$ cat config.mk
export PLATFORM = sky130hd
export DESIGN_NAME = pb_debounce_flat
export DESIGN_NICKNAME = d
export VERILOG_FILES = /design/src/rtl/pb_pkg.sv /design/src/rtl/pb_debounce_if.sv /design/src/rtl/pb_sync2.sv /design/src/rtl/pb_debounce.sv /design/src/flat_wrapper.sv
export SDC_FILE = /design/constraint.sdc
export NUM_CORES = 1
export LEC_CHECK = 0
export BUFFER_PORTS_ARGS = -buffer_cell sky130_fd_sc_hd__buf_2
export CAP_MARGIN = 5
export CORE_ASPECT_RATIO = 0.8
export CORE_MARGIN = 3
export CORE_UTILIZATION = 30
export CTS_CLUSTER_SIZE = 12
export DETAILED_ROUTE_END_ITERATION = 7
export SETUP_SLACK_MARGIN = 0.5
export SLEW_MARGIN = 20
export SYNTH_ARGS = -nofsm -noshare
export SYNTH_HDL_FRONTEND = slang
export SYNTH_SLANG_ARGS = --single-unit
$ cat constraint.sdc
create_clock -name clk -period 4.6 [get_ports clk]
set_input_delay 0.23 -clock clk [delete_from_list [all_inputs] [get_ports clk]]
set_output_delay 0.23 -clock clk [all_outputs]
set_load 0.05 [all_outputs]
$ cat src/rtl/pb_pkg.sv
// Shared types and default timing constants for the push-button debouncer.
package pb_pkg;

  localparam int unsigned DEBOUNCE_CYCLES_DEF = 1024;
  localparam int unsigned LONG_CYCLES_DEF     = 65536;

  typedef enum logic [1:0] {
    IDLE         = 2'd0,
    PRESS_WAIT   = 2'd1,
    PRESSED      = 2'd2,
    RELEASE_WAIT = 2'd3
  } pb_state_e;

endpackage

$ cat src/rtl/pb_debounce_if.sv
// Button-side bundle: raw active-low level in, debounced level and strobes out.
interface pb_debounce_if;

  logic PB;
  logic pressed;
  logic press_pulse;
  logic release_pulse;
  logic long_pulse;

  modport master (
    output PB,
    input  pressed,
    input  press_pulse,
    input  release_pulse,
    input  long_pulse
  );

  modport slave (
    input  PB,
    output pressed,
    output press_pulse,
    output release_pulse,
    output long_pulse
  );

endinterface

$ cat src/rtl/pb_sync2.sv
// Two-flop synchronizer; presets to 1 (button released) on reset.
module pb_sync2 (
  input  logic clk,
  input  logic rst,
  input  logic i_d,
  output logic o_q
);

  logic r_meta;
  logic r_sync;

  always_ff @(posedge clk or posedge rst) begin
    if (rst) begin
      r_meta <= 1'b1;
      r_sync <= 1'b1;
    end else begin
      r_meta <= i_d;
      r_sync <= r_meta;
    end
  end

  assign o_q = r_sync;

endmodule

$ cat src/rtl/pb_debounce.sv
// Push-button debouncer: synchronizes PB, accepts press/release after a stable
// window, and emits press, release and one-shot long-press strobes.
module pb_debounce
  import pb_pkg::*;
#(
  parameter int unsigned DEBOUNCE_CYCLES = DEBOUNCE_CYCLES_DEF,
  parameter int unsigned LONG_CYCLES     = LONG_CYCLES_DEF
) (
  input  logic         clk,
  input  logic         rst,
  pb_debounce_if.slave io_pb
);

  localparam int unsigned DEB_W  = $clog2(DEBOUNCE_CYCLES);
  localparam int unsigned HOLD_W = $clog2(LONG_CYCLES);
  localparam logic [DEB_W-1:0]  DEB_LAST  = DEB_W'(DEBOUNCE_CYCLES - 1);
  localparam logic [HOLD_W-1:0] HOLD_LAST = HOLD_W'(LONG_CYCLES - 1);

  logic              w_pb_s;
  pb_state_e         r_state;
  logic [DEB_W-1:0]  r_deb_cnt;
  logic [HOLD_W-1:0] r_hold_cnt;
  logic              r_long_done;
  logic              r_pressed;
  logic              r_press_pulse;
  logic              r_release_pulse;
  logic              r_long_pulse;

  pb_sync2 u_sync (
    .clk (clk),
    .rst (rst),
    .i_d (io_pb.PB),
    .o_q (w_pb_s)
  );

  // Debounce FSM; strobes default low so each lasts exactly one cycle.
  always_ff @(posedge clk or posedge rst) begin
    if (rst) begin
      r_state         <= IDLE;
      r_deb_cnt       <= '0;
      r_hold_cnt      <= '0;
      r_long_done     <= 1'b0;
      r_pressed       <= 1'b0;
      r_press_pulse   <= 1'b0;
      r_release_pulse <= 1'b0;
      r_long_pulse    <= 1'b0;
    end else begin
      r_press_pulse   <= 1'b0;
      r_release_pulse <= 1'b0;
      r_long_pulse    <= 1'b0;
      case (r_state)
        IDLE: begin
          if (!w_pb_s) begin
            r_state   <= PRESS_WAIT;
            r_deb_cnt <= '0;
          end
        end
        PRESS_WAIT: begin
          if (w_pb_s) begin
            r_state <= IDLE;
          end else if (r_deb_cnt == DEB_LAST) begin
            r_state       <= PRESSED;
            r_press_pulse <= 1'b1;
            r_pressed     <= 1'b1;
            r_hold_cnt    <= '0;
            r_long_done   <= 1'b0;
          end else begin
            r_deb_cnt <= r_deb_cnt + DEB_W'(1);
          end
        end
        PRESSED: begin
          // Hold counter saturates; long_done keeps the long strobe one-shot.
          if (r_hold_cnt != HOLD_LAST) begin
            r_hold_cnt <= r_hold_cnt + HOLD_W'(1);
          end else if (!r_long_done) begin
            r_long_pulse <= 1'b1;
            r_long_done  <= 1'b1;
          end
          if (w_pb_s) begin
            r_state   <= RELEASE_WAIT;
            r_deb_cnt <= '0;
          end
        end
        RELEASE_WAIT: begin
          if (!w_pb_s) begin
            r_state <= PRESSED;
          end else if (r_deb_cnt == DEB_LAST) begin
            r_state         <= IDLE;
            r_release_pulse <= 1'b1;
            r_pressed       <= 1'b0;
          end else begin
            r_deb_cnt <= r_deb_cnt + DEB_W'(1);
          end
        end
        default: r_state <= IDLE;
      endcase
    end
  end

  assign io_pb.pressed       = r_pressed;
  assign io_pb.press_pulse   = r_press_pulse;
  assign io_pb.release_pulse = r_release_pulse;
  assign io_pb.long_pulse    = r_long_pulse;

endmodule

$ cat src/flat_wrapper.sv
// flat-port wrapper written by rule: the top's interface ports become plain ports
module pb_debounce_flat import pb_pkg::*;
#(
  parameter int unsigned DEBOUNCE_CYCLES = DEBOUNCE_CYCLES_DEF,
  parameter int unsigned LONG_CYCLES     = LONG_CYCLES_DEF
)
  (clk, rst, io_pb_PB, io_pb_pressed, io_pb_press_pulse, io_pb_release_pulse, io_pb_long_pulse);
  pb_debounce_if io_pb_i ();
  input  logic clk;
  input  logic rst;
  input wire logic [$bits(io_pb_i.PB)-1:0] io_pb_PB;
  output wire logic [$bits(io_pb_i.pressed)-1:0] io_pb_pressed;
  output wire logic [$bits(io_pb_i.press_pulse)-1:0] io_pb_press_pulse;
  output wire logic [$bits(io_pb_i.release_pulse)-1:0] io_pb_release_pulse;
  output wire logic [$bits(io_pb_i.long_pulse)-1:0] io_pb_long_pulse;
  assign io_pb_i.PB = io_pb_PB;
  assign io_pb_pressed = io_pb_i.pressed;
  assign io_pb_press_pulse = io_pb_i.press_pulse;
  assign io_pb_release_pulse = io_pb_i.release_pulse;
  assign io_pb_long_pulse = io_pb_i.long_pulse;
  pb_debounce #(.DEBOUNCE_CYCLES(DEBOUNCE_CYCLES), .LONG_CYCLES(LONG_CYCLES)) u_core (.clk(clk), .rst(rst), .io_pb(io_pb_i));
endmodule
======== Word-level counts from Yosys, hierarchy flattened ========
Cells that the tools add are included.
cells by class
  reduce and logical (&&, ||, !) cells .... 8
  equal/unequal tests ..................... 15
  mux-type cells .......................... 33
  multiply operators ...................... 0
  magnitude comparators ................... 0
  shift-type cells ........................ 0
  bitwise logic cells ..................... 0
  divide/modulo/power cells ............... 0
  $add $sub $neg .......................... 2
operator list
  operator                                                                 count
  10-bit 2-to-1 mux                                                        5
  16-bit 2-to-1 mux                                                        3
  10-bit case mux with 4 select lines                                      1
  16-bit case mux with 2 select lines                                      1
  16-bit by 1-bit adder with 16-bit output, second input constant          1
  16-bit inequality test, second input constant                            1
  4-bit AND reduction                                                      4
  1-bit 2-to-1 mux                                                         14
  2-bit 2-to-1 mux                                                         6
  10-bit by 1-bit adder with 10-bit output, second input constant          1
  10-bit == test, second input constant                                    1
  2-bit inequality test, second input constant                             5
  2-bit case mux with 4 select lines                                       1
  2-bit by 1-bit inequality test with 1-bit output, second input constant  3
  3-bit by 2-bit inequality test with 1-bit output, second input constant  2
  5-bit AND reduction                                                      1
  2-bit == test, second input constant                                     2
  1-bit case mux with 2 select lines                                       2
  2-bit nonzero test                                                       2
  2-bit by 1-bit == test with 1-bit output, second input constant          1
  2-bit logical NOT                                                        1
word-level totals
  bits in read-only memories .............. 0
  word-level logic and storage cells ...... 68
  bits in writable memories ............... 0
  bits in latches ......................... 0
  register bits after elaboration ......... 35
  memories kept ........................... 0
  output and inout port bits .............. 4
  input bits .............................. 3

======== Logic depth before layout (Yosys ltp) ========
Gate-level depths: netlist of run 1.
  depth in word-level cells ............... 4
  gate-level depth with buffers ........... 9
  mapped depth without buffers ............ 7

======== By module ========
Synthesis of run 1 repeated with hierarchy kept, for this count alone.
second synthesis, totals
  cell total of the unflattened synthesis .. 177
  area total of the unflattened synthesis .. 1826.8 µm²
by module, submodules not included
  module       times used  cells an instance  seq. area each (µm²)  area an instance (µm²)
  pb_debounce  1           174                825.8                 1770.4
  pb_sync2     1           3                  52.6                  56.3

======== Least setup slack after synthesis of run 1 ========
No wires, ideal clock.
  kind .................................... register to register
  from .................................... register u_core.r_deb_cnt[0]
  to ...................................... register u_core.r_hold_cnt[7]
  path buffers ............................ 3
  library setup time ...................... 0.134 ns
  setup slack ............................. 2.784 ns
  arrival ................................. 1.682 ns
  period minus slack after synthesis ...... 1.816 ns
  data required time ...................... 4.466 ns
  stages on the path, launching flop included .. 10
  cell sequence ........................... dfrtp_1 > ha_1 > and4_1 > buf_4 > nand4_1 > or3_1 > buf_6 > nand2_4 > buf_6 > a31oi_2
on the way
  word-level cells in the longest chain between the ends .. 3
RTL lines
  item                                                        line               RTL
  start: declaration                                          pb_debounce.sv:21  logic [DEB_W-1:0] r_deb_cnt;
  start signal: assignment                                    pb_debounce.sv:68  r_deb_cnt <= r_deb_cnt + DEB_W'(1);
  start signal: assignment                                    pb_debounce.sv:92  r_deb_cnt <= r_deb_cnt + DEB_W'(1);
  10-bit == test                                              pb_debounce.sv:61  end else if (r_deb_cnt == DEB_LAST) begin
  2-bit by 1-bit inequality test with 1-bit output (no line)  n/a
  4-bit AND reduction (no line)                               n/a
  end signal: assignment                                      pb_debounce.sv:74  r_hold_cnt <= r_hold_cnt + HOLD_W'(1);
  end: declaration                                            pb_debounce.sv:22  logic [HOLD_W-1:0] r_hold_cnt;
No other way between the ends.
A chain may end at the register's enable or synchronous reset.

======== Final worst setup path of run 1 ========
  from .................................... register u_core.r_state[0]
  to ...................................... register u_core.r_hold_cnt[7]
on the way
  word-level cells in the longest chain between the ends .. 3
  elaborated cells between the ends (all ways) .. 8
  classes of those cells .................. eq/ne: 5; mux: 1; reduce/logical: 2
RTL lines
  item                                                                                      line               RTL
  start: declaration                                                                        pb_debounce.sv:20  pb_state_e r_state;
  start signal: assignment                                                                  pb_debounce.sv:39  r_state <= IDLE;
  start signal: assignment                                                                  pb_debounce.sv:54  r_state <= PRESS_WAIT;
  start signal: assignment                                                                  pb_debounce.sv:60  r_state <= IDLE;
  2-bit == test or 2-bit by 1-bit == test with 1-bit output (tied branches)                 pb_debounce.sv:51  case (r_state)
  2-bit by 1-bit inequality test with 1-bit output (no line), or another cell as far along  n/a
  4-bit AND reduction (no line)                                                             n/a
Parallel ways exist; a longest one is shown, timed or not.

==> results_dict.tcl, run 1 <==
set metrics [dict create \
    route.detailed.drc 0 \
    hold_path_class "in -> async" \
    p_seq_share_pct 54.8 \
    syn_inst 188 \
    firstDrtPassIters 4 \
    maxCapViolCount 0 \
    criticalPathCategory "reg -> reg" \
    die_area_sq_um 7068 \
    critical_path.max_fanout 11 \
    root_buffer "clkbuf_8" \
    ir_drop_uv 105.8 \
    worst-path-buf-inv 1 \
    vias 1407 \
    yosys.area_share.simple_pct 24.25 \
    core_area_sq_um 5675 \
    synth_mux_area_share_pct 1.096 \
    layout_common_cells "33 x dfrtp_1, 25 x nand2_1, 16 x a21oi_1, 16 x nand3_1, 10 x o21ai_0" \
    multiInputGateArea_sq_um 879.6 \
    cts_made_buffers 5 \
    post_drt_via_cell_ratio 5.154 \
    fin_crit_sh_pct 46.43 \
    num_rows 24 \
    clockBufferDepth 2 \
    setup_tns_ns 0 \
    hold_viol_final 0 \
    drt_wl_total_microns 3642 \
    ys_async_sr_fraction_pct 100.0 \
    port_buffers 6 \
    drt_iter0_markers 87 \
    clk_latency_ns 0.29 \
    rsz0062_at_grt "no" \
    diodes 0 \
    cts_max_level 2 \
    p_comb_share_pct 3.1 \
    yosys.area.top_type_share_pct 45.21 \
    synth_fa_ha_area_share_pct 1.370 \
    routed.top_layer "met4" \
    seq_area_sq_um 878.3 \
    status "finished clean" \
    synth_top_family_by_area "simple AND/OR/NAND/NOR gates" \
    internal_power_w 0.0004550 \
    ff2ff_setup_slack_ns 2.46 \
    pwr-share-clk_pct 42.1 \
    synth_nets 193 \
    wl_met2_microns 1507 \
    synth_flop_cell "dfrtp_1" \
    timing.critical_path.max_delay_family "compound AO/OA/AOI/OAI gates" \
    ys_types 38 \
    post-route-cell-area_sq_um 2008 \
    routabilityCongestion 0.8168 \
    clk_pin_slew_ns 0.07 \
    period_needed_ns 2.136 \
    r2r-start "u_core.r_state[0]" \
    wl_per_cell_microns 13.34 \
    detail-route-antenna-nets 0 \
    final_common_cell "dfrtp_1" \
    holdBufCountCts 0 \
    synthToLayoutAreaGrowth_pct 9.932 \
    synth_edf_count 0 \
    synth_compound_area_share_pct 19.52 \
    grt_usage_pct 11.07 \
    finalSetupViolCount 0 \
    cp-start-kind "flip-flop" \
    ys_top_cells_by_area "dfrtp_1 45%, nand2_1 5.1%, a21oi_1 4.4%" \
    cts_resized 0 \
    placed_area_sq_um 1908 \
    antenna_found_initial 0 \
    synth_xor_area_share_pct 1.918 \
    synth_area_sq_um 1827 \
    power.switching_w 0.0001273 \
    fillers 571 \
    die_h_microns 75.80 \
    wl_met3_microns 165 \
    drive_above_1_share_pct 12.82 \
    syn_avg_cell_area_sq_um 9.717 \
    io_pins 7 \
    overflow 0 \
    yosysTopAreaCell "dfrtp_1" \
    grt_pass1_wl_microns 6161 \
    fp.dieW_microns 93.25 \
    worst_pin_slew_ns 0.9253 \
    grt_start_max_net_pins 36 \
    cp.required_ns 4.81 \
    p_leak_nw 0.8807 \
    cts_tree "built" \
    critPathSlowestCell "a31oi_1" \
    synth-seq-cells 35 \
    post_cts_buffers 0 \
    synth_warnings 0 \
    crit_arrival_ns 2.34 \
    finClkSkew_ns 0.007204 \
    yosysSeqAreaShare_pct 48.08 \
    crit_start "u_core.r_state[0]" \
    fmax_mhz 468.2 \
    first_global_vias 1283 \
    critPathCaptureType "flip-flop" \
    hpwlAfterDp_microns 2447 \
    p_sw_share_pct 21.86 \
    cts_sinks 35 \
    p_per_area_nw_per_um2 289.9 \
    slowest_delay_ns 0.68 \
    path_cells "inv_1 -> nand2_1 -> a31oi_1 -> a41oi_1 -> a31oi_2" \
    nets 199 \
    slew_headroom_pct 38.19 \
    maxSlewViolCount 0 \
    start_util_pct 32.19 \
    wl_met1_microns 1949 \
]
==> tightest hold or removal path: cells and delay by family <==
kind	cells	cell delay, ns
buf+inv	3	0.51
==> metal layers <==
metal,global-route usage [%],up-vias
li1,-,712
met5,0,-
met3,2.863,2
met4,5.366,0
met2,15.53,24
met1,15.83,669
==> Yosys cell counts, types with 2 or more instances <==
master / number
nand4_1: 6
nand3_1: 16
a31oi_1: 6
a31oi_2: 4
buf_6: 2
buf_2: 4
dfstp_2: 2
ha_1: 2
mux2i_1: 2
dfrtp_1: 33
o31ai_1: 3
inv_1: 4
nor4_1: 2
xor2_1: 3
nand2b_1: 2
o21ai_0: 10
a21oi_1: 16
a41oi_1: 4
o21a_1: 5
nand2_1: 25
and4_1: 5
and3_1: 6
or3_1: 2
nor2_1: 9
nor3_1: 2
==> power groups by stage <==
stage          Sequential, W  Combinational, W  Clock [W]
2_1_floorplan       0.000323         0.0000132          0
3_3_place_gp        0.000324         0.0000190          0
3_5_place_dp        0.000324         0.0000189          0
4_1_cts             0.000319         0.0000190   0.000255
5_1_grt             0.000319         0.0000218   0.000266
6_report            0.000319         0.0000182   0.000245
==> registers in the layout, summed over array words and instances (netlist names), named ones only <==
| name | count |
|---|---|
| u_core.r_hold_cnt | 16 |
| u_core.r_long_done | 1 |
| u_core.u_sync.r_meta | 1 |
| u_core.io_pb.long_pulse | 1 |
| u_core.r_state | 1 |
| u_core.u_sync.o_q | 1 |
| u_core.r_deb_cnt | 10 |
| u_core.io_pb.press_pulse | 1 |
| u_core.io_pb.pressed | 1 |
| u_core.io_pb.release_pulse | 1 |
==> path summary, 6_finish.rpt <==
path,end,cells after the start
max,u_core.r_hold_cnt[7],5
max reg2reg,u_core.r_hold_cnt[7],5
min,u_core.r_hold_cnt[14],3
min in group clk,u_core.u_sync.r_meta,1
max in group asynchronous,u_core.u_sync.r_meta,3
min reg2reg,u_core.u_sync.o_q,0
==> metrics by stage <==
| stage | util (%) | cells | setup slack, ns | hold WS, ns | power, W |
|---|---|---|---|---|---|
| 6_report | 35.38 | 273 | 2.464 | 0.02461 | 0.0005823 |
| 5_1_grt | 35.38 | 273 | 2.311 | 0.02324 | 0.0006074 |
| 4_1_cts | 35.38 | 273 | 2.492 | 0.02572 | 0.0005922 |
| 3_5_place_dp | 33.62 | 265 | 2.506 | 0.3375 | 0.0003433 |
| 3_3_place_gp | 33.62 | 265 | 2.491 | 0.3395 | 0.0003429 |
| 2_1_floorplan | - | 188 | 2.784 | 0.2345 | 0.0003359 |
==> kinds of logic (layout without fill, tap and decap cells) <==
kind of cell,Yosys count,count (layout)
flip-flops,35,35
buffers and inverters,12,19
adder cells (fa/ha/maj),2,2
AND/OR/NAND/NOR,81,81
AO/OA/AOI/OAI,52,52
multiplexers,2,2
XOR/XNOR,4,4
==> layout make-up <==
cell class / instances / share of cell area, %
multi-input combinational: 141 / 43.80
sequential: 35 / 43.74
clock buffer: 8 / 4.984
tap: 78 / 4.860
timing repair buffer: 7 / 1.869
inverter: 4 / 0.7477
No activity file was read; power rests on OpenSTA's default activity.
==> inputs of run 2 (changes only) <==
==> constraint.sdc (replaced) <==
create_clock -name clk -period 2.1 [get_ports clk]
set_input_delay 0.105 -clock clk [delete_from_list [all_inputs] [get_ports clk]]
set_output_delay 0.105 -clock clk [all_outputs]
set_load 0.05 [all_outputs]
==> run 2 against run 1 <==
Effect of this change: clock-buffer cell count did not move; first-iteration DRC count rose by 4.6%; fmax rose by 21%; setup slack got worse by 2.1 ns; clock skew rose by 0.0026 ns; combinational power rose to 3.7 times the previous value; register-to-register slack got worse by 2.1 ns; wire length rose by 27%; critical endpoint is now u_core.r_deb_cnt[4]; largest power group unchanged; highest routed layer unchanged.
==> results_dict.tcl, run 2 (same netlist as run 1, synthesis figures left out) <==
set metrics [dict create \
    r2r-start "u_core.r_deb_cnt[0]" \
    whs_ns 0.3556 \
    critPathSlowestCell "a311o_2" \
    largest-register "u_core.r_hold_cnt" \
    largest_reg_flops 16 \
    cts_tree "built" \
    crit_start "u_core.r_deb_cnt[0]" \
    port_buffers 6 \
    slowest_delay_ns 0.47 \
    fmax_mhz 564.2 \
    placed_area_sq_um 1988 \
    period_needed_ns 1.772 \
    finalSetupViolCount 0 \
    diodes 0 \
    seq_area_sq_um 888.4 \
    ir_drop_uv 232.6 \
    fillers 520 \
    overflow 0 \
    critPathCaptureType "flip-flop" \
    fin_crit_sh_pct 84.40 \
    fp.dieW_microns 93.25 \
    routabilityCongestion 0.7747 \
    route.detailed.drc 0 \
    fin_util_pct 43.28 \
    vias 1641 \
    slew_headroom_pct 67.19 \
    grt_pass1_wl_microns 7403 \
    p_leak_nw 1.087 \
    first_global_vias 1507 \
    nets 236 \
    post-route-cell-area_sq_um 2456 \
    ff2ff_setup_slack_ns 0.33 \
    antenna_found_initial 0 \
    post_drt_via_cell_ratio 5.294 \
    critical_path.max_fanout 8 \
    wl_per_cell_microns 14.95 \
    die_area_sq_um 7068 \
    maxCapViolCount 0 \
    cts_max_level 2 \
    hold_viol_final 0 \
    criticalPathCategory "reg -> reg" \
    maxSlewViolCount 0 \
    firstDrtPassIters 4 \
    drive_above_1_share_pct 37.93 \
    top_regs "u_core.r_hold_cnt: 16 flops, u_core.r_deb_cnt: 10 flops" \
    detail-route-antenna-nets 0 \
    setup_tns_ns 0 \
    drt_iter0_markers 91 \
    r2r-end "u_core.r_deb_cnt[4]" \
    grt_start_max_net_pins 36 \
    layout_common_cells "29 x buf_4, 25 x dfrtp_1, 21 x nand2_1" \
    finClkSkew_ns 0.009826 \
    path_cells "ha_2 -> and4_1 -> buf_6 -> a311o_2 -> o31ai_1" \
    drt_wl_total_microns 4634 \
    grt_usage_pct 13.57 \
    p_per_area_nw_per_um2 536.6 \
    io_pins 7 \
    clk_pin_slew_ns 0.06 \
    cts_sinks 35 \
    clk_latency_ns 0.30 \
    cp.required_ns 2.28 \
    start_util_pct 32.19 \
    clockBufferDepth 2 \
    ff2ff_path_depth 5 \
    rsz0062_at_grt "yes" \
    status "finished clean" \
    worst_pin_slew_ns 0.4884 \
    synthToLayoutAreaGrowth_pct 34.45 \
    hold_path_class "reg -> reg" \
    crit_arrival_ns 1.96 \
    root_buffer "clkbuf_8" \
    multiInputGateArea_sq_um 1031 \
    core_area_sq_um 5675 \
    final_common_cell "buf_4" \
    cp-start-kind "flip-flop" \
    hpwlAfterDp_microns 2612 \
    crit_path_end "u_core.r_deb_cnt[4]" \
    die_h_microns 75.80 \
    cts_made_buffers 5 \
    num_rows 24 \
]
-- run 2: cell types whose count changed in the layout (fill, tap and decap cells not counted), sizes merged --
cell,before,now
dlygate4sd3,0,2
or3,2,3
nand2,26,27
buf,7,40
-- run 2: what timing repair did --
action	4_1_cts	5_1_grt
resized for setup	23	14
endpoints found under the setup margin	26	26
setup buffers	14	14
pin swaps	10	9
hold buffers	2	0
endpoints found under the hold margin	34	0
cloned	0	2
-- run 2: area by class of cell --
type / instances / share of cell area, %
Timing Repair Buffer: 42 / 13.19
Multi-Input combinational cell: 143 / 41.98
Sequential cell: 35 / 36.17
Clock buffer: 8 / 4.075
Inverter: 4 / 0.6113
Tap cell: 78 / 3.974
-- run 2: worst max-delay path, delay by kind of cell, from the launching register on --
| kind | cells | cell delay (ns) |
|---|---|---|
| AOI/OAI and AO/OA | 2 | 0.73 |
| adders and majority gates | 1 | 0.19 |
| buffers and inverters | 1 | 0.13 |
| DFF | 1 | 0.39 |
| and+or+nand+nor | 1 | 0.21 |
-- run 2: metrics by stage --
stage	cells	worst slack (ns)	total power, W
floorplan	188	0.2837	0.0007359
global placement	270	0.1228	0.0007544
detailed placement	270	0.1235	0.0007539
CTS	294	0.3847	0.001320
global route	310	0.2467	0.001373
finish	310	0.3277	0.001318
-- run 2: worst min path at each step --
stage / start / end / slack, ns / cells after the start
2_1_floorplan: io_pb_PB / u_core.u_sync.r_meta / 0.11 / 0
4_1_cts: u_core.u_sync.r_meta / u_core.u_sync.o_q / 0.36 / 0
5_1_grt: u_core.u_sync.r_meta / u_core.u_sync.o_q / 0.37 / 0
3_3_place_gp: io_pb_PB / u_core.u_sync.r_meta / 0.22 / 1
6_report: u_core.u_sync.r_meta / u_core.u_sync.o_q / 0.36 / 0
3_5_place_dp: io_pb_PB / u_core.u_sync.r_meta / 0.22 / 1
-- run 2: where the power goes --
group / switching [W] / leakage (nW) / internal [W]
Clock: 0.000255 / 0.0515 / 0.000300
Combinational: 0.0000369 / 0.571 / 0.0000297
Sequential: 0.0000121 / 0.464 / 0.000685
Total: 0.000304 / 1.09 / 0.00101
-- run 2: routing by layer --
metal  GRT usage [%]  share of wire (%)  vias to the layer above
met1           19.22                 49                      795
met2           20.29                 44                       50
met3           2.665                5.4                        7
met5               0                  0                        -
li1                -                  -                      789
met4           5.854                1.8                        0
